===== config.mk =====
export PLATFORM = sky130hd
export DESIGN_NAME = punc_program_loader
export DESIGN_NICKNAME = d
export VERILOG_FILES = /design/src/rtl/punc_program_loader.sv
export SDC_FILE = /design/constraint.sdc
export NUM_CORES = 1
export LEC_CHECK = 0
export CORE_MARGIN = 10
export CORE_UTILIZATION = 40
export DETAILED_ROUTE_END_ITERATION = 10
export GPL_ROUTABILITY_DRIVEN = 0
export MAX_ROUTING_LAYER = met4
export PLACE_DENSITY_LB_ADDON = 0.25
export SLEW_MARGIN = 20
export SYNTH_ARGS = -nofsm -noshare
export SYNTH_HDL_FRONTEND = slang
export SYNTH_SLANG_ARGS = --single-unit
export TNS_END_PERCENT = 100

===== constraint.sdc =====
create_clock -name clk -period 4.15 [get_ports clk]
set_input_delay 0.415 -clock clk [delete_from_list [all_inputs] [get_ports clk]]
set_output_delay 0.415 -clock clk [all_outputs]
set_load 0.01 [all_outputs]

===== src/rtl/punc_program_loader.sv =====
// punc_program_loader: boot-time byte-stream loader that fills PUnC memory; optional LOADER_CHECKSUM_EN adds a frame checksum
module punc_program_loader #(
    parameter int MEM_DEPTH = 1024,
    parameter int ADDR_W    = 16
) (
    input  logic              clk,
    input  logic              rst,
    input  logic              start,
    input  logic [7:0]        in_data,
    input  logic              in_valid,
    output logic              in_ready,
    output logic [ADDR_W-1:0] mem_w_addr,
    output logic [15:0]       mem_w_data,
    output logic              mem_w_en,
    output logic              cpu_hold,
    output logic              busy,
    output logic              done,
    output logic              error,
    output logic [ADDR_W-1:0] words_written
);
    typedef enum logic [3:0] {
        IDLE, ADDR_HI, ADDR_LO, CNT_HI, CNT_LO, DATA_HI, DATA_LO, CSUM, DONE, ERROR
    } state_t;
`ifdef LOADER_CHECKSUM_EN
    localparam state_t FIN = CSUM;
`else
    localparam state_t FIN = DONE;
`endif
    localparam logic [ADDR_W:0] DEPTH = (ADDR_W+1)'(MEM_DEPTH);
    state_t            state_q, state_d;
    logic [ADDR_W-1:0] base_q, base_d, cnt_q, cnt_d, words_q, words_d, waddr_q, waddr_d;
    logic [7:0]        hi_q, hi_d;
    logic [15:0]       wdata_q, wdata_d;
    logic              wen_q, wen_d;
    logic              acc;
    logic [ADDR_W:0]   waddr_full;
    logic [ADDR_W-1:0] cnt_n, words_n;
`ifdef LOADER_CHECKSUM_EN
    logic [7:0]        sum_q, sum_d;
`endif
    assign busy          = !(state_q inside {IDLE, DONE, ERROR});
    assign in_ready      = busy;
    assign done          = state_q == DONE;
    assign error         = state_q == ERROR;
    assign cpu_hold      = busy | error;
    assign mem_w_en      = wen_q;
    assign mem_w_addr    = waddr_q;
    assign mem_w_data    = wdata_q;
    assign words_written = words_q;
    assign acc           = in_valid && in_ready;
    assign waddr_full    = {1'b0, base_q} + {1'b0, words_q};
    assign cnt_n         = {cnt_q[ADDR_W-9:0], in_data};
    assign words_n       = words_q + ADDR_W'(1);
    // next-state: frame parsing, bounds checks and write staging
    always_comb begin
        state_d = state_q;
        base_d  = base_q;
        cnt_d   = cnt_q;
        hi_d    = hi_q;
        wen_d   = 1'b0;
        waddr_d = waddr_q;
        wdata_d = wdata_q;
        words_d = words_q;
`ifdef LOADER_CHECKSUM_EN
        sum_d   = acc ? sum_q + in_data : sum_q;
`endif
        case (state_q)
            IDLE, DONE, ERROR: if (start) begin
                state_d = ADDR_HI;
                words_d = '0;
`ifdef LOADER_CHECKSUM_EN
                sum_d   = '0;
`endif
            end
            ADDR_HI: if (acc) begin
                base_d  = {base_q[ADDR_W-9:0], in_data};
                state_d = ADDR_LO;
            end
            ADDR_LO: if (acc) begin
                base_d  = {base_q[ADDR_W-9:0], in_data};
                state_d = CNT_HI;
            end
            CNT_HI: if (acc) begin
                cnt_d   = cnt_n;
                state_d = CNT_LO;
            end
            CNT_LO: if (acc) begin
                cnt_d   = cnt_n;
                state_d = cnt_n == '0 ? FIN : ({1'b0, base_q} >= DEPTH ? ERROR : DATA_HI);
            end
            DATA_HI: if (acc) begin
                hi_d    = in_data;
                state_d = DATA_LO;
            end
            DATA_LO: if (acc) begin
                if (waddr_full >= DEPTH) state_d = ERROR;
                else begin
                    wen_d   = 1'b1;
                    waddr_d = waddr_full[ADDR_W-1:0];
                    wdata_d = {hi_q, in_data};
                    words_d = words_n;
                    state_d = words_n == cnt_q ? FIN : DATA_HI;
                end
            end
`ifdef LOADER_CHECKSUM_EN
            CSUM: if (acc) state_d = 8'(sum_q + in_data) == 8'h00 ? DONE : ERROR;
`endif
            default: state_d = IDLE;
        endcase
    end
    // state and datapath registers; reset drops any staged write
    always_ff @(posedge clk) begin
        if (rst) begin
            state_q <= IDLE;
            base_q  <= '0;
            cnt_q   <= '0;
            hi_q    <= '0;
            wen_q   <= 1'b0;
            waddr_q <= '0;
            wdata_q <= '0;
            words_q <= '0;
`ifdef LOADER_CHECKSUM_EN
            sum_q   <= '0;
`endif
        end else begin
            state_q <= state_d;
            base_q  <= base_d;
            cnt_q   <= cnt_d;
            hi_q    <= hi_d;
            wen_q   <= wen_d;
            waddr_q <= waddr_d;
            wdata_q <= wdata_d;
            words_q <= words_d;
`ifdef LOADER_CHECKSUM_EN
            sum_q   <= sum_d;
`endif
        end
    end
endmodule


; Yosys cells after proc, flatten, opt, wreduce, memory -nomap -nowiden
; Cells that the tools add are included.
[totals]
reg_bits = 93
latch_bits = 0
ram_bits = 0
mem_bits_ro = 0
in_bits = 12
out_inout_bits = 54
word_cells = 66
n_memories = 0
[op_classes]
n_addsub = 2
n_mul = 0
n_div = 0
order_cmp = 2
n_eq_ne = 17
n_shift = 0
muxes = 17
n_bitwise = 4
n_reduce_logical = 16
[ops]
columns = cell, count
row1 = $mux 16, 3
row2 = $mux 4, 11
row3 = $pmux 16 s2, 1
row4 = $pmux 4 s7, 1
row5 = $add 16x16->17, 1
row6 = $ge 17x11->1 const B, 1
row7 = $add 16x1->16 const B, 1
row8 = $eq 16x16->1, 1
row9 = $ge 16x11->1 const B, 1
row10 = $logic_not 16->1, 1
row11 = $ne 2x2->1 const B, 8
row12 = $eq 4x3->1 const B, 3
row13 = $eq 4x2->1 const B, 2
row14 = $eq 4x4->1 const B, 2
row15 = $reduce_and 7->1, 1
row16 = $reduce_and 2->1, 3
row17 = $reduce_or 3->1, 2
row18 = $eq 4x1->1 const B, 1
row19 = $logic_not 4->1, 1
row20 = $reduce_and 4->1, 1
row21 = $reduce_or 2->1, 2
row22 = $not 1->1, 3
row23 = $reduce_and 3->1, 1
row24 = $reduce_bool 3->1, 1
row25 = other kinds (5), 5

; Depth between registers and ports, before layout
; Gate-level depths: netlist (run 1).
[depth]
depth_word = 6
mapped_depth = 12
mapped_depth_nobuf = 10

; Worst setup path after synthesis (run 1)
; Ideal clock, no wire load.
[synth_timing]
path_type = flip-flop to flip-flop
from = register words_q[0], in the netlist words_written[0]
to = register words_q[4], in the netlist words_written[4]
setup_ps = 87
t_arrival_ps = 3371
required_ps = 4063
setup_slack_ps = 692
stages_incl_launch_ff = 12
n_path_buf = 1
period_less_slack_ps = 3458
path_cell_list = dfxtp_1 -> ha_1 -> fa_1 -> a21o_1 -> a221o_1 -> a21oi_1 -> mux2_2 -> or2_1 -> or4_1 -> clkbuf_1 -> or4_1 -> o31ai_1
[synth_via]
elab_chain_cells = 4
elab_cells_between_ends = 8
cone_classes = 2 x add/sub / 1 x order compare / 1 x eq/ne / 3 x mux / 1 x reduce/logical
[synth_lines]
columns = element, line_no
row1 = "start, declared", 31  ; logic [ADDR_W-1:0] base_q, base_d, cnt_q, cnt_d, words_q, words_d, waddr_q, waddr_d;
row2 = "start signal, assigned", 133  ; words_q <= words_d;
row3 = $add 16x16->17 or $add 16x1->16 (tied branches), "51, 53"
row4 = $ge 17x11->1 or $mux 16 (tied branches), 96  ; if (waddr_full >= DEPTH) state_d = ERROR;
row5 = $ne 2x2->1 (no line) or $mux 16 (tied branches), n/a
row6 = $reduce_and 4->1 (no line) or $pmux 16 s2 (tied branches), n/a
; Parallel ways exist; a longest one is shown, timed or not. The select of a mux whose other input is x is not followed.
; A chain may end at the register's enable or synchronous reset.

; Worst setup path in the final report (run 1)
[layout_timing]
from = register base_q[0]
to = register words_q[9], in the netlist words_written[9]
[layout_via]
elab_chain_cells = 4
[layout_lines]
columns = element, line_no
row1 = "start, declared", 31
row2 = "start signal, assigned", 127  ; base_q <= base_d;
row3 = $add 16x16->17, 51  ; assign waddr_full = {1'b0, base_q} + {1'b0, words_q};
row4 = $ge 17x11->1, 96
row5 = $ne 2x2->1 (no line), n/a
row6 = $reduce_and 4->1 (no line), n/a
; No other way between the ends.

==> impl_metrics.py, run 1 <==
metrics = {
    "run_status": {
        "status": "finished clean",
    },
    "sta": {
        "fmax_mhz": 280,
        "setup_viol": 0,
        "final.setup.tns_ps": 0,
        "drv_slew": 0,
        "max_slew_margin_pct": 36.4,
        "tightest_slew_ps": 953,
        "grt_setup_unrepaired": "no",
        "skew_ps": 8.34,
        "fin_crit_ps": 3580,
        "fin_crit_sh_pct": 86.2,
        "hold_viol": 0,
    },
    "synth": {
        "synth_area_per_cell_sq_um": 8.12,
        "netlist_top_cells_area": "dfxtp_1 (37%), mux2i_1 (8.1%), nand2_1 (6.1%), a21oi_1 (5.3%), nor2_1 (4.5%)",
        "syn-cell-area_sq_um": 5060,
        "synth_edf_count": 0,
        "ys.flop_type": "dfxtp_1",
        "ys_seq_elements": 93,
        "yosysSeqAreaShare_pct": 36.8,
        "yosysTopAreaCell": "dfxtp_1",
        "synth_warnings": 0,
        "async_reset_ff_share_pct": 0,
        "synth_top_area_share_pct": 36.8,
        "syn_nets": 653,
        "ys_types": 60,
        "syn_inst": 623,
    },
    "detailed_routing": {
        "dr.pass1.iters": 5,
        "via_per_inst": 5.62,
        "drc_errors": 0,
        "ant_nets": 0,
        "drt_iter0_drc": 291,
        "vias": 4825,
        "wl_um": 14500,
        "wl_per_cell_um": 16.9,
    },
    "grt": {
        "track_usage_pct": 17.0,
        "grt_pass1_wl_um": 24200,
        "first_global_vias": 4711,
        "grt_max_degree": 64,
        "antenna_found_initial": 0,
        "overflow": 0,
    },
    "power_and_ir_drop": {
        "p_per_area_nw_per_um2": 353,
        "ir_worst_vdd_mv": 0.290,
        "leakagePower_uw": 0.00255,
        "power_uw": 2200,
    },
    "worst_setup_path": {
        "worstReg2RegStart": "base_q[0]",
        "cpMostUsedCell": "a21o_1",
        "crit_buf_inv": 1,
        "crit_path_top_delay_cell": "or4_1",
        "crit_type": "register to register",
        "cp.depth": 11,
        "start_kind": "register",
        "crit_end": "words_written[9]",
        "cpPeakStageDelay_ps": 540,
        "worst_ep_required_time_ps": 4440,
        "r2r_cells": 11,
        "cp_max_fo": 21,
        "r2r-end": "words_written[9]",
        "crit_chain": "ha_1, fa_1, a21o_1, a221o_1, a21oi_1, mux2_2, or2_1, or4_1, buf_4, o31ai_1, a21o_1",
        "crit_start": "base_q[0]",
        "rrSetupSlack_ps": 570,
        "setup.worst_path.end_class": "register",
        "crit_family": "compound AO/OA/AOI/OAI gates",
        "crit_arrival_ps": 3870,
    },
    "finish": {
        "antenna_cells": 0,
        "syn_to_final_growth_pct": 23.3,
        "fin_nets": 712,
        "layout-drive-gt1-share_pct": 6.84,
    },
    "clock_network": {
        "postCtsHoldBufs": 0,
        "cts_tree": "done",
        "post_cts_buffers": 0,
        "cts.sinks": 93,
        "root_buffer": "clkbuf_16",
        "cts_resized": 0,
        "htreeDepth": 3,
        "insertion_delay_ps": 350,
        "clock_tree.buffer_depth": 2,
        "numCtsBuffers": 9,
        "path_clk_slew_ps": 70,
    },
    "floorplanning": {
        "core_area_sq_um": 12500,
        "die_w_um": 132,
        "initial_core_util_pct": 40.4,
        "die-height_um": 132,
        "die-area_sq_um": 17500,
        "num_rows": 41,
        "ios": 66,
    },
    "place": {
        "port-buffer-count": 65,
        "hpwl_um": 10800,
    },
    "job": {
        "maxCapViolCount": 0,
    },
    "hold_path": {
        "worstHoldPathType": "register to register",
    },
}
-- layout by cell type, fill, tap and decap left out, drive strengths merged, types with 6 or more instances in the layout --
cell and count:
nor4 9, a21oi 56, nand2 82, clkdlybuf4s50 64, nor2b 7, ha 17, xnor2 17, and2 6
a21o 11, or4 8, mux2i 41, and3 7, inv 10, nand3 21, nand4 10, o21ai 27
buf 22, clkbuf 9, nor2 61, nor3 15, or3 9, xor2 16, dfxtp 93
-- through the flow --
| step | setup WS (ps) | hold WS (ps) | std cells | area (sq um) | util (%) |
|---|---|---|---|---|---|
| detailed placement | 619 | 444 | 843 | 5930 | 47.4 |
| finish | 573 | 452 | 859 | 6240 | 49.8 |
| floorplan | 692 | 436 | 623 | 5060 | - |
| global route | 397 | 473 | 859 | 6240 | 49.8 |
| CTS | 578 | 452 | 859 | 6240 | 49.8 |
| global placement | 687 | 438 | 843 | 5930 | 47.4 |
-- layer usage --
layer	routed length (um)	part of all wire (%)	global-route usage [%]
met1	6670	46	21.6
met2	6740	46	26.0
met3	871	6.0	3.94
met4	231	1.6	6.23
met5	0	0	-
-- area by class of cell --
cell class	instances	area, sq um
Fill cell	1260	6280
Multi-Input combinational cell	485	3030
Sequential cell	93	1860
Timing Repair Buffer	86	803
Clock buffer	9	225
Tap cell	172	215
Clock inverter	7	78.8
Inverter	7	26.3
-- synthesized netlist by cell type (6+ instances only) --
library cell and count:
and2_1 6, ha_1 17, xor2_1 16, nor3_1 15, nand4_1 10, nor4_1 9, or4_1 8, inv_1 7
a21oi_1 54, a21o_1 11, nand3_1 21, xnor2_1 17, o21ai_0 24, nor2_1 61, nor2b_1 7, and3_1 7
mux2i_1 41, dfxtp_1 93, nand2_1 82, or3_1 9, clkbuf_1 34
-- how the worst min path moves through the flow --
stage                     cells past startpoint        endpoint      startpoint  slack, ps
after floorplan                               2  mem_w_data[10]         hi_q[2]        440
after global placement                        2   mem_w_data[5]   mem_w_data[5]        440
after detailed placement                      1  mem_w_addr[11]  mem_w_addr[11]        440
after CTS                                     2   mem_w_data[5]   mem_w_data[5]        450
after global routing                          2   mem_w_addr[7]   mem_w_addr[7]        470
final                                         2   mem_w_addr[7]   mem_w_addr[7]        450
-- where the power goes --
group          internal [uW]  switching [uW]  total (uW)  leakage (uW)
Sequential               923            53.0         976      0.000750
Combinational            171             204         376       0.00166
Clock                    475             378         853      0.000144
-- sequential cells by signal, indices dropped and copies added (netlist names) --
name           flops
mem_w_addr        16
base_q            16
mem_w_data        16
hi_q               8
state_q            4
words_written     16
cnt_q             16
mem_w_en           1
-- worst register-to-register path: stages (launching register included) --
cell	delay, ps
dfxtp_1	330
ha_1	240
fa_1	430
a21o_1	210
a221o_1	350
a21oi_1	170
mux2_2	360
or2_1	260
or4_1	540
buf_4	270
o31ai_1	260
a21o_1	110
-- logic make-up after synthesis --
| group | synth area share [%] |
|---|---|
| simple gates | 24.2 |
| compound gates | 16.7 |
| flops | 36.8 |
| buf+inv | 3.49 |
| mux | 8.34 |
| xor+xnor | 5.71 |
| fa+ha+maj | 4.80 |
Note: power is estimated with default switching activity, not from simulation.
==> run 2: changes to the inputs <==
- CORE_UTILIZATION: 40 -> 50
==> run 2 against run 1 <==
Register-to-register slack got worse by 180 ps. Global-route usage is 2.3 points higher. Sequential share of layout area rose by 0.96 points. Combinational power down 2%. Core utilization rose by 12 points. Via count decreased by 2.0%. Wire length down 4.4%. Largest power group unchanged. Final cell count fell by 5.0%. Clock-buffer cell count rose by 1. Clock power shrank 30%. Power decreased by 12%.
==> impl_metrics.py, run 2 (synthesis gave the netlist of run 1 again) <==
metrics = {
    "worst_setup_path": {
        "start_kind": "register",
        "crit_chain": "ha_1, fa_1, a21o_1, a221o_1, a21oi_1, mux2_2, or2_1, or4_1, or4_1, o31ai_1",
        "crit_arrival_ps": 4040,
        "worst_ep_required_time_ps": 4440,
        "cpMostUsedCell": "or4_1",
        "cpPeakStageDelay_ps": 670,
        "crit_buf_inv": 0,
        "crit_path_top_delay_cell": "or4_1",
        "crit_family": "simple AND/OR/NAND/NOR gates",
        "crit_type": "register to register",
        "cp_max_fo": 16,
        "setup.worst_path.end_class": "register",
    },
    "finish": {
        "multi_input_area_sq_um": 3030,
        "fin_nets": 708,
        "final_common_cell": "dfxtp_1",
        "syn_to_final_growth_pct": 19.5,
        "layout-drive-gt1-share_pct": 6.30,
        "fillers": 890,
        "antenna_cells": 0,
        "regArea_sq_um": 1860,
        "final_cell_mix": "dfxtp_1 (93), nand2_1 (82), clkdlybuf4s50_1 (64)",
    },
    "place": {
        "dp_slack_ps": 470,
        "hpwl_um": 10300,
        "port-buffer-count": 65,
    },
    "floorplanning": {
        "core_area_sq_um": 9820,
        "die-area_sq_um": 14500,
        "ios": 66,
        "num_rows": 36,
        "initial_core_util_pct": 51.5,
        "die_w_um": 121,
        "die-height_um": 121,
    },
    "clock_network": {
        "post_cts_buffers": 0,
        "postCtsHoldBufs": 0,
        "path_clk_slew_ps": 100,
        "clock_tree.buffer_depth": 2,
        "numCtsBuffers": 9,
        "insertion_delay_ps": 380,
        "htreeDepth": 3,
        "cts.sinks": 93,
        "cts_tree": "done",
        "cts_resized": 0,
        "root_buffer": "clkbuf_8",
    },
    "detailed_routing": {
        "via_per_inst": 5.79,
        "dr.pass1.iters": 5,
        "wl_um": 13900,
        "wl_per_cell_um": 17.0,
        "ant_nets": 0,
        "drc_errors": 0,
        "vias": 4728,
        "drt_iter0_drc": 476,
    },
    "sta": {
        "fin_crit_sh_pct": 90.4,
        "drv_slew": 0,
        "final.setup.tns_ps": 0,
        "fmax_mhz": 267,
        "max_slew_margin_pct": 39.3,
        "fin_crit_ps": 3750,
        "tightest_slew_ps": 910,
        "setup_ws_ps": 398,
        "skew_ps": 11.0,
        "hold_viol": 0,
        "setup_viol": 0,
        "grt_setup_unrepaired": "no",
    },
    "grt": {
        "antenna_found_initial": 0,
        "overflow": 0,
        "first_global_vias": 4436,
        "track_usage_pct": 19.3,
        "grt_max_degree": 48,
        "grt_pass1_wl_um": 22600,
    },
    "power_and_ir_drop": {
        "ir_worst_vdd_mv": 0.191,
        "power_uw": 1940,
        "leakagePower_uw": 0.00249,
        "p_per_area_nw_per_um2": 321,
    },
    "hold_path": {
        "worstHoldPathType": "register to register",
    },
    "job": {
        "maxCapViolCount": 0,
    },
    "run_status": {
        "status": "finished clean",
    },
}
==> run 2: through the flow <==
stage | hold slack [ps] | instances | area (sq um) | utilization, %
3_3_place_gp | 437 | 800 | 5850 | 59.6
3_5_place_dp | 443 | 800 | 5850 | 59.6
4_1_cts | 458 | 816 | 6040 | 61.5
5_1_grt | 481 | 816 | 6040 | 61.5
2_1_floorplan | 436 | 623 | 5060 | -
6_report | 456 | 816 | 6040 | 61.5
==> run 2: metal layers <==
| layer | up-vias | part of all wire, % | track usage, % |
|---|---|---|---|
| met5 | - | 0 | - |
| met2 | 148 | 47 | 30.6 |
| met1 | 2237 | 45 | 24.5 |
| li1 | 2324 | - | - |
| met4 | 0 | 1.4 | 5.58 |
| met3 | 19 | 6.5 | 3.96 |
==> run 2: tightest hold or removal path: stages (launching register included) <==
cell     delay, ps
dfxtp_1        320
nand2_1         50
a21oi_1         50
==> run 2: layout make-up <==
type	count	area share, %
inverter	7	0.435
timing repair buffer	82	12.8
clock inverter	6	0.849
clock buffer	10	2.28
tap	133	2.75
multi-input combinational	485	50.1
sequential	93	30.8
==> run 2: worst paths after layout <==
check / start / end / slack [ps] / depth (start not counted)
max reg2reg: base_q[0] / words_written[4] / 400 / 10
max: base_q[0] / words_written[4] / 400 / 10
min reg2reg: mem_w_addr[2] / mem_w_addr[2] / 460 / 2
min: mem_w_addr[2] / mem_w_addr[2] / 460 / 2
==> run 2: where the power goes <==
| part | internal [uW] | leakage (uW) | total, uW | switching (uW) |
|---|---|---|---|---|
| registers | 923 | 0.000750 | 975 | 52.1 |
| clock network | 245 | 0.0000996 | 594 | 349 |
| logic | 169 | 0.00164 | 370 | 201 |
| total | 1340 | 0.00249 | 1940 | 602 |
==> run 3: changes to the inputs <==
- SLEW_MARGIN: 20 -> 25
==> results of run 3 <==
Same layout as run 2: the final DEF is identical, and so are final timing and power.
